[src/rtl/mantissa_normalizer_if.sv]
// mantissa_normalizer_if: operand/result valid-ready bundle for the mantissa normaliser
interface mantissa_normalizer_if #(parameter int MW = 23, parameter int EW = 8);
  logic              in_valid;
  logic              in_ready;
  logic              sign_i;
  logic [EW-1:0]     exp_i;
  logic [MW+1:0]     mant_i;
  logic              out_valid;
  logic              out_ready;
  logic [EW+MW:0]    result;
  logic              ovf;
  logic              uf;
  logic              zero;
  modport slave (
    input  in_valid, sign_i, exp_i, mant_i, out_ready,
    output in_ready, out_valid, result, ovf, uf, zero
  );
  modport master (
    output in_valid, sign_i, exp_i, mant_i, out_ready,
    input  in_ready, out_valid, result, ovf, uf, zero
  );
endinterface

[src/rtl/mantissa_normalizer.sv]
// mantissa_normalizer: carry correction and one-bit-per-cycle leading-zero normalisation
module mantissa_normalizer #(
  parameter int MW = 23,
  parameter int EW = 8
) (
  input logic                   clk,
  input logic                   rst_n,
  mantissa_normalizer_if.slave  bus
);
  typedef enum logic [1:0] {IDLE, SHIFT, DONE} state_t;
  state_t          r_state, w_state;
  logic            r_sign, w_sign;
  logic [EW-1:0]   r_exp, w_exp;
  logic [MW+1:0]   r_mant, w_mant;
  logic [EW+MW:0]  r_result, w_result;
  logic            r_ovf, w_ovf, r_uf, w_uf, r_zero, w_zero;
  logic [EW:0]     w_exp_inc;
  assign w_exp_inc = {1'b0, r_exp} + 1'b1;
  always_ff @(posedge clk) begin
    if (!rst_n) begin
      r_state  <= IDLE;
      r_sign   <= 1'b0;
      r_exp    <= '0;
      r_mant   <= '0;
      r_result <= '0;
      r_ovf    <= 1'b0;
      r_uf     <= 1'b0;
      r_zero   <= 1'b0;
    end else begin
      r_state  <= w_state;
      r_sign   <= w_sign;
      r_exp    <= w_exp;
      r_mant   <= w_mant;
      r_result <= w_result;
      r_ovf    <= w_ovf;
      r_uf     <= w_uf;
      r_zero   <= w_zero;
    end
  end
  always_comb begin
    w_state  = r_state;
    w_sign   = r_sign;
    w_exp    = r_exp;
    w_mant   = r_mant;
    w_result = r_result;
    w_ovf    = r_ovf;
    w_uf     = r_uf;
    w_zero   = r_zero;
    case (r_state)
      IDLE: if (bus.in_valid) begin
        w_state = SHIFT;
        w_sign  = bus.sign_i;
        w_exp   = bus.exp_i;
        w_mant  = bus.mant_i;
        w_ovf   = 1'b0;
        w_uf    = 1'b0;
        w_zero  = 1'b0;
      end
      SHIFT: begin
        w_state = DONE;
        // exponent only ever decreases while shifting, so all-ones here means it was captured that way
        if (&r_exp) w_result = {r_sign, r_exp, r_mant[MW-1:0]};
        else if (r_mant == '0) begin
          w_result = {r_sign, {EW{1'b0}}, {MW{1'b0}}};
          w_zero   = 1'b1;
        end else if (r_mant[MW+1]) begin
          if (w_exp_inc >= {1'b0, {EW{1'b1}}}) begin
            w_result = {r_sign, {EW{1'b1}}, {MW{1'b0}}};
            w_ovf    = 1'b1;
          end else begin
            w_exp    = w_exp_inc[EW-1:0];
            w_mant   = r_mant >> 1;
            w_result = {r_sign, w_exp_inc[EW-1:0], r_mant[MW:1]};
          end
        end else if (r_mant[MW]) w_result = {r_sign, r_exp, r_mant[MW-1:0]};
        else if (r_exp <= EW'(1)) begin
          w_result = {r_sign, {EW{1'b0}}, r_mant[MW-1:0]};
          w_uf     = 1'b1;
        end else begin
          w_state = SHIFT;
          w_mant  = r_mant << 1;
          w_exp   = r_exp - 1'b1;
        end
      end
      DONE: w_state = bus.out_ready ? IDLE : DONE;
      default: w_state = IDLE;
    endcase
  end
  assign bus.in_ready  = rst_n && (r_state == IDLE);
  assign bus.out_valid = (r_state == DONE);
  assign bus.result    = r_result;
  assign bus.ovf       = r_ovf;
  assign bus.uf        = r_uf;
  assign bus.zero      = r_zero;
endmodule
[src/flat_wrapper.sv]
// flat-port wrapper written by rule: the top's interface ports become plain ports
module mantissa_normalizer_flat 
#(
  parameter int MW = 23,
  parameter int EW = 8
)
  (clk, rst_n, bus_in_valid, bus_sign_i, bus_exp_i, bus_mant_i, bus_out_ready, bus_in_ready, bus_out_valid, bus_result, bus_ovf, bus_uf, bus_zero);
  mantissa_normalizer_if #(.MW(MW), .EW(EW)) bus_i ();
  input logic clk;
  input logic rst_n;
  input wire logic [$bits(bus_i.in_valid)-1:0] bus_in_valid;
  input wire logic [$bits(bus_i.sign_i)-1:0] bus_sign_i;
  input wire logic [$bits(bus_i.exp_i)-1:0] bus_exp_i;
  input wire logic [$bits(bus_i.mant_i)-1:0] bus_mant_i;
  input wire logic [$bits(bus_i.out_ready)-1:0] bus_out_ready;
  output wire logic [$bits(bus_i.in_ready)-1:0] bus_in_ready;
  output wire logic [$bits(bus_i.out_valid)-1:0] bus_out_valid;
  output wire logic [$bits(bus_i.result)-1:0] bus_result;
  output wire logic [$bits(bus_i.ovf)-1:0] bus_ovf;
  output wire logic [$bits(bus_i.uf)-1:0] bus_uf;
  output wire logic [$bits(bus_i.zero)-1:0] bus_zero;
  assign bus_i.in_valid = bus_in_valid;
  assign bus_i.sign_i = bus_sign_i;
  assign bus_i.exp_i = bus_exp_i;
  assign bus_i.mant_i = bus_mant_i;
  assign bus_i.out_ready = bus_out_ready;
  assign bus_in_ready = bus_i.in_ready;
  assign bus_out_valid = bus_i.out_valid;
  assign bus_result = bus_i.result;
  assign bus_ovf = bus_i.ovf;
  assign bus_uf = bus_i.uf;
  assign bus_zero = bus_i.zero;
  mantissa_normalizer #(.MW(MW), .EW(EW)) u_core (.clk(clk), .rst_n(rst_n), .bus(bus_i));
endmodule
[config.mk]
export PLATFORM = sky130hd
export DESIGN_NAME = mantissa_normalizer_flat
export DESIGN_NICKNAME = d
export VERILOG_FILES = /design/src/rtl/mantissa_normalizer_if.sv /design/src/rtl/mantissa_normalizer.sv /design/src/flat_wrapper.sv
export SDC_FILE = /design/constraint.sdc
export NUM_CORES = 1
export LEC_CHECK = 0
export CELL_PAD_IN_SITES_DETAIL_PLACEMENT = 1
export CELL_PAD_IN_SITES_GLOBAL_PLACEMENT = 1
export CORE_MARGIN = 1
export CORE_UTILIZATION = 39
export DETAILED_ROUTE_END_ITERATION = 8
export PLACE_DENSITY = 0.9
export SETUP_SLACK_MARGIN = 0.15
export SYNTH_ARGS = -nofsm -noshare
export SYNTH_HDL_FRONTEND = slang
export SYNTH_SLANG_ARGS = --single-unit
[constraint.sdc]
create_clock -name clk -period 3.15 [get_ports clk]
set_input_delay 0.4725 -clock clk [delete_from_list [all_inputs] [get_ports clk]]
set_output_delay 0.4725 -clock clk [all_outputs]
set_load 0.01 [all_outputs]
==> results of run 1 <==
registers in the layout, summed over array words and instances, names as in the netlist:
| register | count |
|---|---|
| u_core.bus.ovf | 1 |
| u_core.bus.result | 32 |
| u_core.bus.uf | 1 |
| u_core.bus.zero | 1 |
| u_core.r_exp | 8 |
| u_core.r_mant | 25 |
| u_core.r_sign | 1 |
| u_core.r_state | 2 |
through the flow:
step / hold slack [ns] / setup slack [ns] / utilization
3_3_place_gp: 0.441 / 0.290 / 0.482
2_1_floorplan: 0.432 / 0.758 / -
4_1_cts: 0.455 / 0.258 / 0.508
6_report: 0.449 / 0.462 / 0.509
3_5_place_dp: 0.445 / 0.280 / 0.482
5_1_grt: 0.481 / 0.209 / 0.509
where the power goes:
group	switching, W	internal, W	leakage [nW]	total [W]
Sequential	0.000273	0.00107	0.582	0.00135
Clock	0.000392	0.000607	0.135	0.000998
Combinational	0.000901	0.000614	1.15	0.00152
routing by layer:
| layer | GRT usage | routed length [µm] |
|---|---|---|
| met1 | 0.341 | 6660 |
| met2 | 0.500 | 8050 |
| met3 | 0.0476 | 961 |
| met4 | 0.118 | 474 |
| met5 | 0 | 0 |
placed cells by master (no fill, tap or decap), types with 5 or more instances in the layout:
master,Yosys,layout
clkdlybuf4s50_1,0,74
nand2_1,70,70
dfxtp_1,71,69
a21oi_1,58,58
o21ai_0,49,49
nor2_1,41,41
buf_4,3,26
o211ai_1,22,22
o311ai_0,22,22
o2bb2ai_1,22,22
a221oi_1,19,19
nor3_1,12,12
o21ai_1,9,9
clkbuf_16,0,9
inv_1,7,7
o22ai_1,7,7
nand3_1,6,6
and2_1,5,5
nor4_1,5,5
a211oi_1,5,5
a31oi_1,5,5
cells in the mapped netlist (2+ instances only):
cell | number | area share
o21ai_0 | 49 | 0.056
a311oi_1 | 2 | 0.0040
a31oi_1 | 5 | 0.0071
o21a_1 | 4 | 0.0068
ha_1 | 4 | 0.011
a21o_1 | 2 | 0.0034
nand3_1 | 6 | 0.0068
dfxtp_1 | 71 | 0.32
buf_4 | 3 | 0.0051
buf_2 | 12 | 0.014
nand2_1 | 70 | 0.060
nor3_1 | 12 | 0.014
buf_1 | 6 | 0.0051
nor4b_1 | 2 | 0.0040
and2_1 | 5 | 0.0071
or3_1 | 3 | 0.0043
nor3_2 | 2 | 0.0045
a211oi_1 | 5 | 0.0085
a21oi_1 | 58 | 0.066
inv_1 | 7 | 0.0060
buf_6 | 3 | 0.0077
nor2b_1 | 4 | 0.0057
nand2b_1 | 4 | 0.0057
a221oi_2 | 4 | 0.014
o211ai_1 | 22 | 0.037
nor4_1 | 5 | 0.0071
and4_1 | 4 | 0.0079
a221oi_1 | 19 | 0.038
o2bb2ai_1 | 22 | 0.044
xor2_1 | 4 | 0.0079
clkbuf_1 | 32 | 0.027
a21oi_2 | 2 | 0.0040
o21ai_1 | 9 | 0.010
o221ai_1 | 2 | 0.0040
o311ai_0 | 22 | 0.044
or2_2 | 2 | 0.0028
nor2_1 | 41 | 0.035
o22ai_1 | 7 | 0.0099
mux2i_1 | 3 | 0.0068
o31a_1 | 2 | 0.0040
and3_1 | 2 | 0.0028
o32ai_1 | 2 | 0.0040
a31o_2 | 2 | 0.0040
worst min path at each step:
stage	endpoint	slack [ns]	start
after floorplan	u_core.bus.result[31]	0.43	u_core.r_sign
final	u_core.bus.uf	0.45	u_core.bus.uf
after CTS	u_core.bus.uf	0.46	u_core.bus.uf
after global placement	u_core.bus.result[24]	0.44	u_core.bus.result[24]
after global routing	u_core.r_sign	0.48	u_core.r_sign
after detailed placement	u_core.bus.uf	0.45	u_core.bus.uf
worst max-delay path, delay by kind of cell (launching register included):
| kind | cells | cell delay, ns |
|---|---|---|
| compound gates | 3 | 0.47 |
| fa+ha+maj | 1 | 0.29 |
| buf+inv | 1 | 0.40 |
| flops | 1 | 0.38 |
| simple gates | 3 | 1.06 |
cell type report:
type | count | share of cell area
Clock inverter | 4 | 0.00855
Inverter | 8 | 0.00540
Timing Repair Buffer | 100 | 0.168
Sequential cell | 71 | 0.256
Clock buffer | 11 | 0.0418
Tap cell | 140 | 0.0315
Multi-Input combinational cell | 434 | 0.488
kinds of logic (layout without fill, tap and decap cells):
family,after synthesis,in the layout,share of synthesized area
AO/OA/AOI/OAI,253,253,0.400
buffers and inverters,64,123,0.0655
flip-flops,71,71,0.322
multiplexers,3,3,0.00680
XOR/XNOR,5,5,0.00992
AND/OR/NAND/NOR,169,169,0.184
adder cells (fa/ha/maj),4,4,0.0113
==> flow_metrics.tcl, run 1 <==
set metrics [dict create \
    vdd_drop_max_uv 320 \
    nFillCells 1355 \
    total_power_w 0.00386 \
    ctsHoldBuffers 0 \
    io_pins 75 \
    cts_sinks 71 \
    async_reset_ff_frac 0 \
    seq_area_frac_synth 0.322 \
    crit_fanout 23 \
    core_um2 10900 \
    cp_data_required_time_ns 3.41 \
    grt_max_degree 43 \
    setup_tns_ns 0 \
    maxSlewHeadroom 0.521 \
    io_buffers 74 \
    power_density_nw_per_um2 694 \
    multi_input_area_um2 2720 \
    clock_latency_ns 0.34 \
    post-route-period-util 0.853 \
    grt_usage 0.284 \
    die_x_um 108 \
    ctsResizeCount 0 \
    start_util 0.404 \
    routed_via_density 6.35 \
    overflow 0 \
    critPathMaxStageDelay_ns 0.63 \
    routabilityCongestion 0.899 \
    r2r_start "u_core.r_exp[0]" \
    dpl.cell_count 753 \
    htree_levels 3 \
    r2r_end "u_core.r_mant[3]" \
    seqCellArea_um2 1420 \
    synth-edff-count 0 \
    drt_iter0_drc 291 \
    clkTransAtPathRegs_ns 0.06 \
    grt_pass1_vias 4962 \
    maxCapViolCount 0 \
    routed_wl_um 16100 \
    synth_cell_types 65 \
    endpoint_kind "flip-flop" \
    rows 38 \
    crit_path_start_kind "flip-flop" \
    ant_nets 0 \
    netlist_instances 569 \
    dr.pass1.iters 5 \
    cts_tree "built" \
    cts_buffers 9 \
    die-area_um2 11700 \
    reg2reg_depth 8 \
    nNetsFinal 666 \
    routed-via-count 4876 \
    hpwlAfterDp_um 11400 \
    syn_area_um2 4410 \
    p_leak_nw 1.87 \
    finalCriticalPeriod_ns 2.69 \
    rsz0062_at_grt "false" \
    die_y_um 108 \
    clock_path_buffers 2 \
    dpl-instance-area_um2 5270 \
    cts-root-buf "clkbuf_16" \
    stdcell_count 768 \
    crit_path_cell_trace "ha_1 > and3_1 > nand2_2 > o21ai_2 > nor3_4 > buf_4 > a21oi_1 > o2bb2ai_1" \
    setup_viol 0 \
    cp_slowest_cell "nor3_4" \
    crit_type "reg -> reg" \
    wl_per_cell_um 21.0 \
    antenna_found_initial 0 \
    yosysWarnings 0 \
    antennaDiodeCount 0 \
    clock_skew_ns 0.00612 \
    r2r_setup_slack_ns 0.46 \
    postCtsSetupRepairBufs 0 \
    status "finished, final reports clean" \
    avgSynthCellArea_um2 7.76 \
    grt_first_pass_wirelength_um 25900 \
    syn2layout_area_growth_pct 26.0 \
    hold_depth 2 \
    synth_nets 611 \
    drv_slew 0 \
    startpoint "u_core.r_exp[0]" \
    finalHoldViolCount 0 \
    ys_ff_latch 71 \
    critical_path.endpoint "u_core.r_mant[3]" \
    holdCritPathClass "reg -> reg" \
    tightest_slew_ns 0.716 \
    synthFlopType "dfxtp_1" \
    fmax_mhz 372 \
    worstPathArrival_ns 2.95 \
    drc_errors 0 \
    final_area_um2 5560 \
    drive_gt1_frac 0.102 \
]
Note: power is estimated with default switching activity, not from simulation.
==> run 2: changes to the inputs <==
--- a/config.mk
+++ b/config.mk
@@ -8,9 +8,10 @@
 export CELL_PAD_IN_SITES_DETAIL_PLACEMENT = 1
 export CELL_PAD_IN_SITES_GLOBAL_PLACEMENT = 1
 export CORE_MARGIN = 1
-export CORE_UTILIZATION = 39
+export CORE_UTILIZATION = 25
+export CTS_CLUSTER_DIAMETER = 100
 export DETAILED_ROUTE_END_ITERATION = 8
-export PLACE_DENSITY = 0.9
+export PLACE_DENSITY = 0.65
 export SETUP_SLACK_MARGIN = 0.15
 export SYNTH_ARGS = -nofsm -noshare
 export SYNTH_HDL_FRONTEND = slang
==> run 2 against run 1 <==
Against the previous run:
- die area grew 55%
- routed wire length grew 6.9%
- non-clock buffer count grew 2
- highest routed layer unchanged
- clock power is essentially flat
==> flow_metrics.tcl, run 2 (same netlist as run 1, synthesis figures left out) <==
set metrics [dict create \
    cp_data_required_time_ns 3.35 \
    post-route-period-util 0.914 \
    setup_tns_ns 0 \
    grt_usage 0.194 \
    endpoint_kind "flip-flop" \
    clkTransAtPathRegs_ns 0.06 \
    worstPathArrival_ns 3.08 \
    antenna_found_initial 0 \
    antennaDiodeCount 0 \
    cts-root-buf "clkbuf_16" \
    swShare 0.415 \
    p_int_w 0.00228 \
    seqCellArea_um2 1420 \
    finalHoldViolCount 0 \
    die_x_um 135 \
    holdCritPathClass "reg -> reg" \
    crit_fanout 11 \
    clock_latency_ns 0.35 \
    grt_pass1_vias 4858 \
    tightest_slew_ns 1.03 \
    core_um2 17300 \
    dpl.cell_count 840 \
    io_buffers 74 \
    final_cell_mix "clkdlybuf4s50_1, dfxtp_1, nand2_1, a21oi_1, o21ai_0" \
    crit_path_start_kind "flip-flop" \
    drive_gt1_frac 0.109 \
    drt_iter0_drc 283 \
    nNetsFinal 668 \
    grt_max_degree 45 \
    stdcell_count 856 \
    multi_input_area_um2 2720 \
    drc_errors 0 \
    overflow 0 \
    htree_levels 3 \
    drv_slew 0 \
    total_power_w 0.00389 \
    p_comb_frac 0.398 \
    routed-via-count 4794 \
    maxCapViolCount 0 \
    rsz0062_at_grt "false" \
    routed_via_density 5.60 \
    p_leak_nw 1.89 \
    routabilityCongestion 0.888 \
    largest_reg_flops 32 \
    seq_power_share 0.346 \
    io_pins 75 \
    clock_skew_ns 0.0105 \
    vdd_drop_max_uv 246 \
    start_util 0.255 \
    ctsHoldBuffers 0 \
    rows 48 \
    dr.pass1.iters 4 \
    status "finished, final reports clean" \
    fmax_mhz 347 \
    p_sw_w 0.00161 \
    maxSlewHeadroom 0.310 \
    hpwlAfterDp_um 12000 \
    die_y_um 135 \
    final_common_cell "clkdlybuf4s50_1" \
    grt_first_pass_wirelength_um 27100 \
    finalCriticalPeriod_ns 2.88 \
    cts_tree "built" \
    clock_path_buffers 2 \
    routed_wl_um 17300 \
    nFillCells 2079 \
    ant_nets 0 \
    syn2layout_area_growth_pct 29.4 \
    cts_buffers 9 \
    crit_type "reg -> reg" \
    pwr-share-clk 0.256 \
    setup_viol 0 \
    reg2reg_depth 9 \
    cts_sinks 71 \
    hold_depth 2 \
    ctsResizeCount 0 \
    die-area_um2 18200 \
    postCtsSetupRepairBufs 0 \
    power_density_nw_per_um2 681 \
    wl_per_cell_um 20.2 \
]
run 2: final timing paths:
kind,startpoint,to,slack [ns]
setup / recovery,u_core.r_exp[1],u_core.r_mant[24],0.27
hold / removal,u_core.bus.uf,u_core.bus.uf,0.46
setup reg to reg,u_core.r_exp[1],u_core.r_mant[24],0.27
hold reg to reg,u_core.bus.uf,u_core.bus.uf,0.46
run 2: worst max-delay path, stage by stage (launching register included):
cell and delay (ns):
dfxtp_1 0.54, inv_1 0.11, ha_1 0.36, nor2b_1 0.18
o2111ai_2 0.25, buf_4 0.29, or2_2 0.34, o21ai_0 0.18
nand2_1 0.07, a311oi_1 0.40
run 2: metal layers:
metal / track usage / up-vias / wire length, µm
met5: 0 / - / 0
met4: 0.0805 / 0 / 431
met3: 0.0304 / 27 / 640
met2: 0.312 / 110 / 8080
met1: 0.257 / 2379 / 8120
li1: - / 2278 / -
run 2: cell type report:
class,instances,share of cell area
clock inverter,5,0.00548
tap,225,0.0493
timing repair buffer,102,0.171
inverter,8,0.00526
clock buffer,11,0.0442
sequential,71,0.249
multi-input combinational,434,0.476
run 2: through the flow:
stage | setup slack, ns | utilization | hold WS [ns] | area (µm²)
final | 0.271 | 0.330 | 0.455 | 5710
after global routing | 0.172 | 0.330 | 0.474 | 5710
after CTS | 0.231 | 0.330 | 0.465 | 5700
after detailed placement | 0.243 | 0.313 | 0.456 | 5420
after global placement | 0.206 | 0.313 | 0.444 | 5420
after floorplan | 0.758 | - | 0.432 | 4410
run 2: power by group through the flow:
stage	registers, W	logic [W]	clock network [W]
after floorplan	0.00126	0.000998	0
after global placement	0.00135	0.00151	0
after detailed placement	0.00135	0.00153	0
after CTS	0.00134	0.00154	0.00103
after global routing	0.00137	0.00169	0.00107
final	0.00135	0.00155	0.000998
==> run 3: changes to the inputs <==
--- a/config.mk
+++ b/config.mk
@@ -5,6 +5,7 @@
 export SDC_FILE = /design/constraint.sdc
 export NUM_CORES = 1
 export LEC_CHECK = 0
+export CAP_MARGIN = 10
 export CELL_PAD_IN_SITES_DETAIL_PLACEMENT = 1
 export CELL_PAD_IN_SITES_GLOBAL_PLACEMENT = 1
 export CORE_MARGIN = 1
@@ -13,6 +14,7 @@
 export DETAILED_ROUTE_END_ITERATION = 8
 export PLACE_DENSITY = 0.65
 export SETUP_SLACK_MARGIN = 0.15
+export SLEW_MARGIN = 20
 export SYNTH_ARGS = -nofsm -noshare
 export SYNTH_HDL_FRONTEND = slang
 export SYNTH_SLANG_ARGS = --single-unit
==> results of run 3 <==
Final layout, timing and power as in run 2 (identical DEF).
